## src/rtl/uart_pkg.sv

```systemverilog
// Shared UART definitions.
// Used by the transmitter and the future receiver.
package uart_pkg;

    localparam int unsigned DATA_BITS = 8;
    localparam int unsigned BAUD_DIV_DEFAULT = 10417;
    localparam logic UART_IDLE_LEVEL = 1'b1;

    typedef enum logic [1:0] {
        IDLE  = 2'd0,
        START = 2'd1,
        DATA  = 2'd2,
        STOP  = 2'd3
    } uart_state_e;

endpackage

```

## src/rtl/uart_baud_gen.sv

```systemverilog
// Baud-rate divider.
// tick fires one cycle in every BAUD_DIV, phase set by clear.
module uart_baud_gen
    import uart_pkg::*;
#(
    parameter int unsigned BAUD_DIV = BAUD_DIV_DEFAULT
) (
    input  logic clk,
    input  logic reset,
    input  logic clear,
    output logic tick
);

    localparam int unsigned CNT_W =
        (BAUD_DIV > 1) ? $clog2(BAUD_DIV) : 1;
    localparam logic [CNT_W-1:0] LAST =
        CNT_W'(BAUD_DIV - 1);

    logic [CNT_W-1:0] cnt;

    // Count 0..BAUD_DIV-1 and wrap so bit periods never drift.
    always_ff @(posedge clk) begin
        if (reset || clear) begin
            cnt <= '0;
        end else if (cnt == LAST) begin
            cnt <= '0;
        end else begin
            cnt <= cnt + CNT_W'(1);
        end
    end

    assign tick = (cnt == LAST) && !clear;

endmodule

```

## src/rtl/uart_tx_serializer.sv

```systemverilog
// 8N1 UART transmitter with built-in baud divider.
// Outputs are registered; no input reaches them combinationally.
module uart_tx_serializer
    import uart_pkg::*;
#(
    parameter int unsigned BAUD_DIV = BAUD_DIV_DEFAULT
) (
    input  logic       clk,
    input  logic       reset,
    input  logic [7:0] tx_data,
    input  logic       tx_en,
    output logic       tx_status,
    output logic       uart_txd
);

    localparam int unsigned IDX_W = $clog2(DATA_BITS);
    localparam logic [IDX_W-1:0] LAST_IDX =
        IDX_W'(DATA_BITS - 1);

    uart_state_e          state;
    logic [DATA_BITS-1:0] shift;
    logic [IDX_W-1:0]     bit_idx;
    logic                 tick;
    logic                 baud_clear;

    // Hold the divider at phase 0 while idle so the
    // start bit lasts a full period after acceptance.
    assign baud_clear = (state == IDLE);

    uart_baud_gen #(
        .BAUD_DIV (BAUD_DIV)
    ) u_baud (
        .clk   (clk),
        .reset (reset),
        .clear (baud_clear),
        .tick  (tick)
    );

    // Frame sequencer: IDLE -> START -> DATA -> STOP -> IDLE.
    always_ff @(posedge clk) begin
        if (reset) begin
            state     <= IDLE;
            shift     <= '0;
            bit_idx   <= '0;
            uart_txd  <= UART_IDLE_LEVEL;
            tx_status <= 1'b1;
        end else begin
            unique case (state)
                IDLE: begin
                    uart_txd  <= UART_IDLE_LEVEL;
                    tx_status <= 1'b1;
                    if (tx_en) begin
                        shift     <= tx_data;
                        uart_txd  <= ~UART_IDLE_LEVEL;
                        tx_status <= 1'b0;
                        state     <= START;
                    end
                end
                START: begin
                    if (tick) begin
                        bit_idx  <= '0;
                        uart_txd <= shift[0];
                        state    <= DATA;
                    end
                end
                DATA: begin
                    if (tick) begin
                        shift <= shift >> 1;
                        if (bit_idx == LAST_IDX) begin
                            uart_txd <= UART_IDLE_LEVEL;
                            state    <= STOP;
                        end else begin
                            uart_txd <= shift[1];
                            bit_idx  <= bit_idx + IDX_W'(1);
                        end
                    end
                end
                STOP: begin
                    if (tick) begin
                        tx_status <= 1'b1;
                        state     <= IDLE;
                    end
                end
                default: begin
                    state <= IDLE;
                end
            endcase
        end
    end

endmodule
```

## config.mk

```make
export PLATFORM = sky130hd
export DESIGN_NAME = uart_tx_serializer
export DESIGN_NICKNAME = d
export VERILOG_FILES = /design/src/rtl/uart_pkg.sv /design/src/rtl/uart_baud_gen.sv /design/src/rtl/uart_tx_serializer.sv
export SDC_FILE = /design/constraint.sdc
export NUM_CORES = 1
export LEC_CHECK = 0
export ABC_AREA = 1
export CAP_MARGIN = 20
export CORE_MARGIN = 10
export CORE_UTILIZATION = 52
export DETAILED_ROUTE_END_ITERATION = 8
export GPL_ROUTABILITY_DRIVEN = 0
export GPL_TIMING_DRIVEN = 0
export MAX_ROUTING_LAYER = met4
export PLACE_DENSITY_LB_ADDON = 0.25
export SETUP_SLACK_MARGIN = 0.02
export SLEW_MARGIN = 40
export SYNTH_ARGS = -nofsm -noshare
export SYNTH_HDL_FRONTEND = slang
export SYNTH_HIERARCHICAL = 1
export SYNTH_SLANG_ARGS = --single-unit
```

## constraint.sdc

```tcl
create_clock -name clk -period 1.68 [get_ports clk]
set_clock_uncertainty 0.1 [all_clocks]
set_input_delay 0.504 -clock clk [delete_from_list [all_inputs] [get_ports clk]]
set_output_delay 0.504 -clock clk [all_outputs]
set_load 0.1 [all_outputs]
```

==> key figures, run 1 <==
Worst hold path
  – HP Class: reg -> reg

Synthesis
  – Post-synthesis sequential area ratio: 0.332
  – Synthesized netlist cell count: 257
  – Warnings from Yosys: 6
  – Area contributors post-synth: dfxtp_1, nand2_1, inv_1
  – Seq cells post-synth: 29
  – Largest area contributor in the netlist: dfxtp_1
  – Distinct cell type count after synthesis: 23
  – Share of the synthesized area in the top cell type: 0.332
  – Post-Syn Area: between 0.0015 and 0.002 mm²
  – Synthesized net count: about 280
  – Syn avg cell area: about 6.8 µm²

Clock network
  – Clk_lat worst skew: ~0.33 ns
  – H-tree levels: 2
  – Hold buffers post-CTS: 0
  – CTS buffer count: 5
  – Root buf cell: clkbuf_4
  – Reg clk slew, reported paths: between 0.1 and 0.15 ns
  – TritonCTS clock tree: built
  – Clk buf depth: 2
  – Clock sinks: 29

Drt
  – DR DRC count: 0
  – Drt total wl: ~3600 µm
  – Initial DRT Pass Iterations: 4
  – Max layer used: met4
  – Antenna Violating Nets Remaining: 0
  – Met3 Wirelength: 115 µm
  – Avg WL per Cell: between 10 and 15 µm
  – Vias post-DR: 1597
  – Via density per instance: 4.84
  – Met1 Wirelength: approximately 1600 µm
  – DR WL met2: 1810 µm
  – Initial drt markers: 46

Setup path
  – CP endpoint kind: flip-flop
  – Crit path max fanout: 6
  – Setup Crit Path Kind: reg -> reg
  – CP max stage delay: 0.34 ns
  – Crit path required time: roughly 1.8 ns
  – Element type at the critical path start: flip-flop
  – Slowest stage cell, crit path: dfxtp_2
  – Critical path arrival: between 1.5 and 2 ns
  – Worst-path cell chain: inv_2, ha_4, nand3_2, nor2_2, nand2_2, nor2_4, inv_2, nand2_2, nand3_4, buf_8, o21ai_2, a21oi_2

Power and ir drop
  – Clk pwr share: 0.137
  – Leakage Power: between 0.9 and 1 nW
  – Gate power share: 0.558
  – Net Sw Frac: 0.441
  – Power Total: 3.04 mW
  – Power per cell area: between 1000 and 1500 mW/mm²
  – VDD IR max: between 1 and 1.5 mV
  – Internal: 1.70 mW
  – NetSw: approximately 1.3 mW
  – Sequential share of power: 0.305

Finish
  – Layout Cells excl Fill: 330
  – # diodes: 0
  – Fillers: 269
  – Fraction of final layout cells with drive strength greater than 1: 0.262
  – NumNets Final: ~310
  – Final instance area: roughly 0.0022 mm²
  – Area Growth Syn to Fin: 23.1%

Timing
  – Final hold vios: 0
  – Setup Viol. Count Final: 2
  – Setup TNS: -0.0149 ns
  – RSZ-0062 raised after global routing: true
  – Tcrit/Tclk final: 1.01
  – Max_slew headroom: 0.735
  – Worst Tran Pin Value: around 0.39 ns
  – Final worst slack: -0.0104 ns
  – Fmax: slightly below 600 MHz
  – Slew Limit Fails: 0
  – Tmin final: 1.69 ns

Status
  – Failing checks: setup timing
  – Outcome: finished with violations

Global routing
  – Largest net degree at the start of global routing: 11
  – First-pass GRT wire length: roughly 6400 µm
  – Initial antenna violation count: 0
  – Tot GR Track Use: 0.128
  – Grt total ovfl: 0
  – Vias in the first global route: roughly 1600

Floorplan
  – Die area: around 0.0061 mm²
  – Initial Util: 0.559
  – Core ar.: around 0.0031 mm²
  – Die W: a little under 80 µm
  – Die height: 78.0 µm
  – I/O pin count: 13
  – Rows: 20

Place
  – Pre-CTS WS: -0.156 ns
  – Placed instance area: 0.00192 mm²
  – Hpwl dp: between 2000 and 2500 µm
  – Placed insts: roughly 310
  – Port buffer count: 12

Flow run
  – Maxcap violations: 0
## per-stage QoR
stage / utilization / hold slack (ns)
floorplan: - / 0.323
global placement: 0.616 / 0.335
detailed placement: 0.613 / 0.341
CTS: 0.668 / 0.354
global route: 0.688 / 0.367
finish: 0.688 / 0.350
## cell families after synthesis
group	count (synthesis)	share of synthesized area
AOI/OAI and AO/OA	37	0.121
xor gates and xnor gates	5	0.0251
adders and majority gates	10	0.0716
buffers and inverters	57	0.138
DFF	29	0.332
and+or+nand+nor	119	0.312
## registers in the layout, summed over array words and instances, names as in the netlist
signal and flops:
uart_txd 1, u_baud/cnt 14, shift 8, tx_status 1
state 2, bit_idx 3
## layout make-up
type | count | area [µm²] | area share
Inverter | 52 | 195 | 0.0907
Sequential cell | 29 | 591 | 0.274
Clock inverter | 3 | 17.5 | 0.00814
Timing Repair Buffer | 21 | 206 | 0.0959
Buffer | 5 | 50.0 | 0.0233
Clock buffer | 5 | 37.5 | 0.0174
Multi-Input combinational cell | 171 | 1000 | 0.465
Tap cell | 44 | 55.1 | 0.0256
## Yosys cell counts, drive strengths merged
cell	instances
o21ai	17
nor2	36
ha	10
buf	5
dfxtp	29
xnor2	2
a21oi	20
nand2	61
xor2	3
nand3	15
inv	52
nor3	2
nand4	5
## power groups by stage
stage | Clock [mW] | Combinational (mW) | Sequential (mW)
finish | 0.418 | 1.70 | 0.927
global route | 0.465 | 1.87 | 0.946
CTS | 0.440 | 1.66 | 0.923
detailed placement | 0 | 1.33 | 0.941
global placement | 0 | 1.34 | 0.940
floorplan | 0 | 0.961 | 1.06
## critical path, delay by kind of cell, from the launching register on
family                   cells  cell delay [ns]
adder cells (fa/ha/maj)      1             0.14
AO/OA/AOI/OAI                2             0.16
AND/OR/NAND/NOR              6             0.55
flip-flops                   1             0.34
buffers and inverters        3             0.30
## cell usage in the layout (no fill, tap or decap)
master and count:
nand2_1 55, inv_1 45, dfxtp_1 23, nor2_1 22, a21oi_1 15, nor2_2 13
o21ai_0 12, nand3_1 11, clkdlybuf4s50_1 10, buf_4 9, ha_1 8, inv_2 7
nand2_2 5, a21oi_2 5, nand4_1 5, clkbuf_4 5, dfxtp_2 5, o21ai_2 4
buf_2 3, xor2_1 3, nand3_4 2, nor3_2 2, clkinv_2 2, nand3_2 2
xnor2_1 2, buf_8 1, o21ai_4 1, ha_2 1, clkinvlp_4 1, buf_16 1
buf_6 1, nor2_4 1, nand2_4 1, buf_12 1, ha_4 1, dfxtp_4 1
## final timing paths
path	from	end	slack, ns	depth (start not counted)
max	u_baud/cnt[0]$_SDFF_PP0_	shift[5]$_SDFFE_PP0P_	-0.01	12
min	shift[2]$_SDFFE_PP0P_	shift[2]$_SDFFE_PP0P_	0.35	2
max reg2reg	u_baud/cnt[0]$_SDFF_PP0_	shift[5]$_SDFFE_PP0P_	-0.01	12
min reg2reg	shift[2]$_SDFFE_PP0P_	shift[2]$_SDFFE_PP0P_	0.35	2
## repair_timing
item / CTS / global route
buffers inserted: 5 / 3
gates resized for setup: 23 / 11
cloned: 1 / 0
pin swaps: 7 / 4
endpoints found under the setup margin: 13 / 15
## metal layers
layer  GRT usage  up-vias
met5           -        -
met4      0.0430        0
met3      0.0346        7
met2       0.218       31
met1       0.140      712
li1            -      847
(Power assumes the default switching activity.)
==> run 2, diff against run 1 <==
--- a/config.mk
+++ b/config.mk
@@ -13,7 +13,7 @@
 export GPL_ROUTABILITY_DRIVEN = 0
 export GPL_TIMING_DRIVEN = 0
 export MAX_ROUTING_LAYER = met4
-export PLACE_DENSITY_LB_ADDON = 0.25
+export PLACE_DENSITY = 0.77
 export SETUP_SLACK_MARGIN = 0.02
 export SLEW_MARGIN = 40
 export SYNTH_ARGS = -nofsm -noshare
==> run 2 against run 1 <==
The run now ends clean. Total power grew 3.9%. Count of clock-buffer cells in the layout up 2. Non-clock buffer count increased by 1. Fmax rose by 1.1%. Wire length grew 4.0%. Core utilization is 1.2 points higher. Cell count unchanged. Global-route usage down 0.38 points. Via count up 1.9%. Sequential power rose by 0.5%. Critical endpoint unchanged.
==> key figures, run 2 (synthesis results as in run 1) <==
Status
  – Outcome: finished clean (was finished with violations)

Drt
  – Avg WL per Cell: 11.4 µm (was 10.9 µm)
  – Drt total wl: 3750 µm (was 3600 µm)
  – Antenna Violating Nets Remaining: 0 (unchanged)
  – DR DRC count: 0 (unchanged)
  – Vias post-DR: 1628 (was 1597)
  – Via density per instance: 4.93 (was 4.84)
  – Initial DRT Pass Iterations: 4 (unchanged)
  – Initial drt markers: 99 (was 46)

Finish
  – Most common cell after layout, fill and taps aside: nand2_1 (unchanged)
  – # diodes: 0 (unchanged)
  – Multi-input logic area: 0.00103 mm² (was 1000 µm²)
  – Max reg flops: 14 (unchanged)
  – Most frequent cells in the layout: nand2_1, inv_1, dfxtp_1, nor2_1 (was nand2_1, inv_1, dfxtp_1, nor2_1, a21oi_1)
  – Top reg by flops: u_baud/cnt (unchanged)
  – Biggest regs: u_baud/cnt (14), shift (8), bit_idx (3) (unchanged)
  – NumNets Final: 307 (was 306)
  – Fillers: 263 (was 269)
  – Fraction of final layout cells with drive strength greater than 1: 0.280 (was 0.262)
  – Final instance area: 0.00219 mm² (was 0.00215 mm²)
  – Area Growth Syn to Fin: 25.2% (was 23.1%)
  – Register Area: 591 µm² (unchanged)

Clock network
  – TritonCTS clock tree: built (unchanged)
  – Clk_lat worst skew: 0.33 ns (about the same)
  – CTS buffer count: 5 (unchanged)
  – H-tree levels: 2 (unchanged)
  – Root buf cell: clkbuf_4 (unchanged)
  – Clock sinks: 29 (unchanged)
  – Reg clk slew, reported paths: 0.09 ns (was 0.11 ns)
  – Clk buf depth: 2 (unchanged)
  – Hold buffers post-CTS: 0 (unchanged)

Setup path
  – FF-to-FF End: shift[5]$_SDFFE_PP0P_ (unchanged)
  – Element type at the critical path start: flip-flop (unchanged)
  – Setup Crit Path Kind: reg -> reg (unchanged)
  – Critical path launch point: u_baud/cnt[0]$_SDFF_PP0_ (unchanged)
  – Crit path required time: 1.81 ns (was 1.80 ns)
  – CP endpoint kind: flip-flop (unchanged)
  – Reg2reg path depth: 12 (unchanged)
  – Worst r2r src: u_baud/cnt[0]$_SDFF_PP0_ (unchanged)
  – Critical path arrival: 1.80 ns (was 1.81 ns)
  – Crit path max fanout: 7 (was 6)
  – Reg2reg setup slack: 0.008 ns (was -0.01 ns)

Worst hold path
  – Hold EP: shift[2]$_SDFFE_PP0P_ (unchanged)
  – Hold_sp: shift[2]$_SDFFE_PP0P_ (unchanged)
  – Worst Hold Depth: 2 (unchanged)
  – HP Class: reg -> reg (unchanged)

Global routing
  – Tot GR Track Use: 0.124 (was 0.128)
  – Grt total ovfl: 0 (unchanged)
  – Largest net degree at the start of global routing: 11 (unchanged)
  – Initial antenna violation count: 0 (unchanged)
  – Vias in the first global route: 1546 (was 1550)
  – First-pass GRT wire length: 6160 µm (was 6380 µm)

Floorplan
  – Rows: 20 (unchanged)
  – Die height: 78.0 µm (unchanged)
  – Initial Util: 0.559 (unchanged)
  – I/O pin count: 13 (unchanged)
  – Core ar.: 0.00313 mm² (unchanged)
  – Die W: 78.0 µm (unchanged)
  – Die area: 0.00608 mm² (unchanged)

Flow run
  – Maxcap violations: 0 (unchanged)

Power and ir drop
  – VDD IR max: 1.36 mV (was 1.37 mV)
  – Power per cell area: 1450 mW/mm² (was 1410 mW/mm²)
  – Leakage Power: 0.927 nW (was 0.913 nW)

Timing
  – RSZ-0062 raised after global routing: true (unchanged)
  – Setup TNS: 0 ns (was -0.0149 ns)
  – Tmin final: 1.67 ns (was 1.69 ns)
  – Fmax: 598 MHz (was 592 MHz)
  – Tcrit/Tclk final: 0.995 (was 1.01)
  – Max_slew headroom: 0.773 (was 0.735)
  – Worst Tran Pin Value: 0.337 ns (was 0.394 ns)
  – Final hold vios: 0 (unchanged)
  – Setup Viol. Count Final: 0 (was 2)
  – Slew Limit Fails: 0 (unchanged)

Place
  – Placed instance area: 0.00192 mm² (unchanged)
  – Hpwl dp: 2550 µm (was 2500 µm)
  – Port buffer count: 12 (unchanged)
==> run 2: power by group <==
group | switching (mW) | total (mW) | internal (mW) | leakage (nW)
clock | 0.243 | 0.440 | 0.197 | 0.0314
combinational | 1.05 | 1.79 | 0.742 | 0.656
sequential | 0.0950 | 0.932 | 0.837 | 0.240
==> run 2: worst max-delay path by stage <==
stage	endpoint	slack [ns]	cells past startpoint
floorplan	shift[5]$_SDFFE_PP0P_	0.03	12
global placement	tx_status	-0.38	1
detailed placement	shift[6]$_SDFFE_PP0P_	-0.16	12
CTS	shift[6]$_SDFFE_PP0P_	-0.05	12
global route	shift[0]$_SDFFE_PP0P_	-0.11	11
finish	shift[5]$_SDFFE_PP0P_	0.008	12
==> run 2: per-layer routing <==
metal  GRT usage  share of wire  vias up  routed length [µm]
met2       0.217           0.51       20                1920
met3      0.0346          0.025        9                  95
met4      0.0538          0.019        0                  72
met1       0.126           0.44      749                1660
li1            -              -      850                   -
met5           -              0        -                   0
==> run 2: worst max-delay path: stages, from the launching register on <==
cell     delay, ns
dfxtp_2       0.33
inv_2         0.06
ha_4          0.14
nand3_2       0.06
nor2_2        0.09
nand2_2       0.09
nor2_4        0.11
inv_2         0.06
nand2_2       0.07
nand3_4       0.14
buf_8         0.17
o21ai_2       0.12
a21oi_2       0.04
==> run 2: per-stage QoR <==
stage / setup WS, ns / instances / total power [mW] / utilization / hold WS [ns]
floorplan: 0.0303 / 257 / 2.02 / - / 0.323
global placement: -0.383 / 313 / 2.27 / 0.616 / 0.335
detailed placement: -0.158 / 313 / 2.29 / 0.613 / 0.338
CTS: -0.0474 / 327 / 3.04 / 0.672 / 0.352
global route: -0.105 / 330 / 3.41 / 0.700 / 0.365
finish: 0.00845 / 330 / 3.16 / 0.700 / 0.350
==> run 2: repair_timing <==
item | CTS | global route
setup buffers | 6 | 3
pin swaps | 7 | 10
gates resized for setup | 23 | 18
cloned | 1 | 0
setup endpoints to repair | 13 | 13
==> run 2: layout make-up <==
class	instances	share of cell area
multi-input combinational	171	0.470
sequential	29	0.270
timing repair buffer	22	0.0978
inverter	52	0.0892
clock buffer	7	0.0252
tap	44	0.0252
buffer	5	0.0229
==> run 3, diff against run 2 <==
--- a/config.mk
+++ b/config.mk
@@ -14,7 +14,7 @@
 export GPL_TIMING_DRIVEN = 0
 export MAX_ROUTING_LAYER = met4
 export PLACE_DENSITY = 0.77
-export SETUP_SLACK_MARGIN = 0.02
+export SETUP_SLACK_MARGIN = 0.05
 export SLEW_MARGIN = 40
 export SYNTH_ARGS = -nofsm -noshare
 export SYNTH_HDL_FRONTEND = slang
==> run 3 against run 2 <==
Sequential power is essentially flat. Fmax down 2.8%. Clock power grew 39%. Count of clock-buffer cells in the layout stayed put. Cell count unchanged. Via count is 1.5% higher. The flow now finishes with violations (setup timing). Sequential share of layout area fell by 0.40 points. First-iteration DRC count increased by 45%. Largest cell class unchanged. Die area unchanged. Design area is 1.9% higher. Total power grew 7.4%. Core utilization increased by 1.4 points.
==> key figures, run 3 (synthesis results as in run 1) <==
Drt
  – Via density per instance: 5.01 (was 4.93)
  – Antenna Violating Nets Remaining: 0 (unchanged)
  – Vias post-DR: 1653 (was 1628)
  – Initial DRT Pass Iterations: 4 (unchanged)
  – Initial drt markers: 144 (was 99)
  – DR DRC count: 0 (unchanged)
  – Drt total wl: 3930 µm (was 3750 µm)
  – Avg WL per Cell: 11.9 µm (was 11.4 µm)

Finish
  – Top reg by flops: u_baud/cnt (unchanged)
  – Fillers: 234 (was 263)
  – Most common cell after layout, fill and taps aside: nand2_1 (unchanged)
  – Area Growth Syn to Fin: 27.6% (was 25.2%)
  – Biggest regs: u_baud/cnt (14), shift (8), bit_idx (3) (unchanged)
  – Max reg flops: 14 (unchanged)
  – Fraction of final layout cells with drive strength greater than 1: 0.308 (was 0.280)
  – # diodes: 0 (unchanged)
  – Most frequent cells in the layout: nand2_1, inv_1, dfxtp_1, nor2_1, nor2_2 (was nand2_1, inv_1, dfxtp_1, nor2_1)
  – Register Area: 593 µm² (was 591 µm²)
  – Final instance area: 0.00223 mm² (was 0.00219 mm²)
  – Multi-input logic area: 0.00104 mm² (was 0.00103 mm²)
  – NumNets Final: 306 (was 307)

Timing
  – Slew Limit Fails: 0 (unchanged)
  – Max_slew headroom: 0.805 (was 0.773)
  – RSZ-0062 raised after global routing: true (unchanged)
  – Final worst slack: -0.0397 ns (was 0.00845 ns)
  – Final hold vios: 0 (unchanged)
  – Fmax: 581 MHz (was 598 MHz)
  – Tmin final: 1.72 ns (was 1.67 ns)
  – Setup Viol. Count Final: 6 (was 0)
  – Setup TNS: -0.172 ns (was 0 ns)
  – Tcrit/Tclk final: 1.02 (was 0.995)
  – Worst Tran Pin Value: 0.293 ns (was 0.337 ns)

Power and ir drop
  – VDD IR max: 0.606 mV (was 1.36 mV)
  – Power per cell area: 1520 mW/mm² (was 1450 mW/mm²)
  – Leakage Power: 0.939 nW (was 0.927 nW)

Clock network
  – CTS buffer count: 5 (unchanged)
  – Clk_lat worst skew: 0.34 ns (was 0.33 ns)
  – TritonCTS clock tree: built (unchanged)
  – Clock sinks: 29 (unchanged)
  – Reg clk slew, reported paths: 0.10 ns (was 0.09 ns)
  – H-tree levels: 2 (unchanged)
  – Root buf cell: clkbuf_4 (unchanged)
  – Clk buf depth: 2 (unchanged)

Setup path
  – CP max stage delay: 0.37 ns (was 0.33 ns)
  – Element type at the critical path start: flip-flop (unchanged)
  – Crit path max-delay family: simple AND/OR/NAND/NOR gates (unchanged)
  – Setup Crit Path Kind: reg -> reg (unchanged)
  – Worst-path cell chain: inv_2, nor2_1, nand2_1, nor2_2, nand2_2, nor2_4, inv_2, nand2_2, nand3_4, buf_6, o21ai_2, a21oi_1 (was inv_2, ha_4, nand3_2, nor2_2, nand2_2, nor2_4, inv_2, nand2_2, nand3_4, buf_8, o21ai_2, a21oi_2)
  – Slowest stage cell, crit path: dfxtp_2 (unchanged)
  – CP endpoint kind: flip-flop (unchanged)
  – Crit path required time: 1.82 ns (was 1.81 ns)
  – Critical path arrival: 1.86 ns (was 1.80 ns)
  – Buffer and inverter count on the worst path: 3 (unchanged)
  – Crit path max fanout: 6 (was 7)

Floorplan
  – Core ar.: 0.00313 mm² (unchanged)
  – Die W: 78.0 µm (unchanged)
  – Initial Util: 0.559 (unchanged)
  – I/O pin count: 13 (unchanged)
  – Rows: 20 (unchanged)
  – Die area: 0.00608 mm² (unchanged)
  – Die height: 78.0 µm (unchanged)

Place
  – Placed instance area: 0.00192 mm² (about the same)
  – Hpwl dp: 2460 µm (was 2550 µm)
  – Port buffer count: 12 (unchanged)

Global routing
  – Grt total ovfl: 0 (unchanged)
  – First-pass GRT wire length: 6200 µm (was 6160 µm)
  – Initial antenna violation count: 0 (unchanged)
  – Largest net degree at the start of global routing: 11 (unchanged)
  – Vias in the first global route: 1509 (was 1546)
  – Tot GR Track Use: 0.125 (was 0.124)

Flow run
  – Maxcap violations: 0 (unchanged)

Status
  – Outcome: finished with violations (was finished clean)
  – Failing checks: setup timing

Worst hold path
  – HP Class: reg -> reg (unchanged)
==> run 3: cell types whose count changed in the layout (fill, tap and decap cells not counted), sizes merged <==
cell | previous run | this run
buf | 17 | 16
bufinv | 0 | 1
==> run 3: metal layers <==
layer,routed length [µm],vias up,track usage,share of wire
met1,1670,742,0.133,0.43
li1,-,850,-,-
met3,194,13,0.0380,0.049
met2,1960,48,0.208,0.50
met4,105,0,0.0627,0.027
met5,0,-,-,0
==> run 3: area by class of cell <==
type,instances,area share
multi-input combinational,171,0.466
clock buffer,7,0.0247
tap,44,0.0247
timing repair buffer,21,0.0959
sequential,29,0.266
inverter,52,0.0875
clock inverter,1,0.0135
buffer,5,0.0224
==> run 3: worst min-delay path, cell delays in order, from the launching register on <==
cell and delay, ns:
dfxtp_1 0.32, inv_1 0.05, a21oi_1 0.05
==> run 3: power breakdown <==
part	total (mW)	switching [mW]	internal [mW]
Sequential	0.932	0.0935	0.839
Combinational	1.85	1.09	0.760
Clock	0.613	0.257	0.355
==> run 3: path summary, 6_finish.rpt <==
| kind | start | to | slack [ns] | cells past startpoint |
|---|---|---|---|---|
| worst max-delay path | u_baud/cnt[11]$_SDFF_PP0_ | shift[4]$_SDFFE_PP0P_ | -0.04 | 12 |
| worst min-delay path | shift[3]$_SDFFE_PP0P_ | shift[3]$_SDFFE_PP0P_ | 0.35 | 2 |
| worst max register to register | u_baud/cnt[11]$_SDFF_PP0_ | shift[4]$_SDFFE_PP0P_ | -0.04 | 12 |
| worst min register to register | shift[3]$_SDFFE_PP0P_ | shift[3]$_SDFFE_PP0P_ | 0.35 | 2 |
==> run 3: repair_timing <==
action | CTS | global route
hold buffers | 0 | 0
pin swaps | 8 | 12
endpoints found under the setup margin | 13 | 16
cloned | 1 | 0
setup buffers | 5 | 4
gates resized for setup | 25 | 25
endpoints found under the hold margin | 0 | 0
==> run 3: per-stage QoR <==
stage / std cells / hold WS [ns] / setup WS (ns) / power (mW) / util
final: 330 / 0.347 / -0.0397 / 3.40 / 0.713
after global routing: 330 / 0.388 / -0.138 / 3.62 / 0.713
after CTS: 327 / 0.351 / -0.0451 / 3.27 / 0.682
after detailed placement: 313 / 0.336 / -0.147 / 2.28 / 0.615
after global placement: 313 / 0.333 / -0.369 / 2.28 / 0.618
after floorplan: 257 / 0.319 / 0.0515 / 2.03 / -
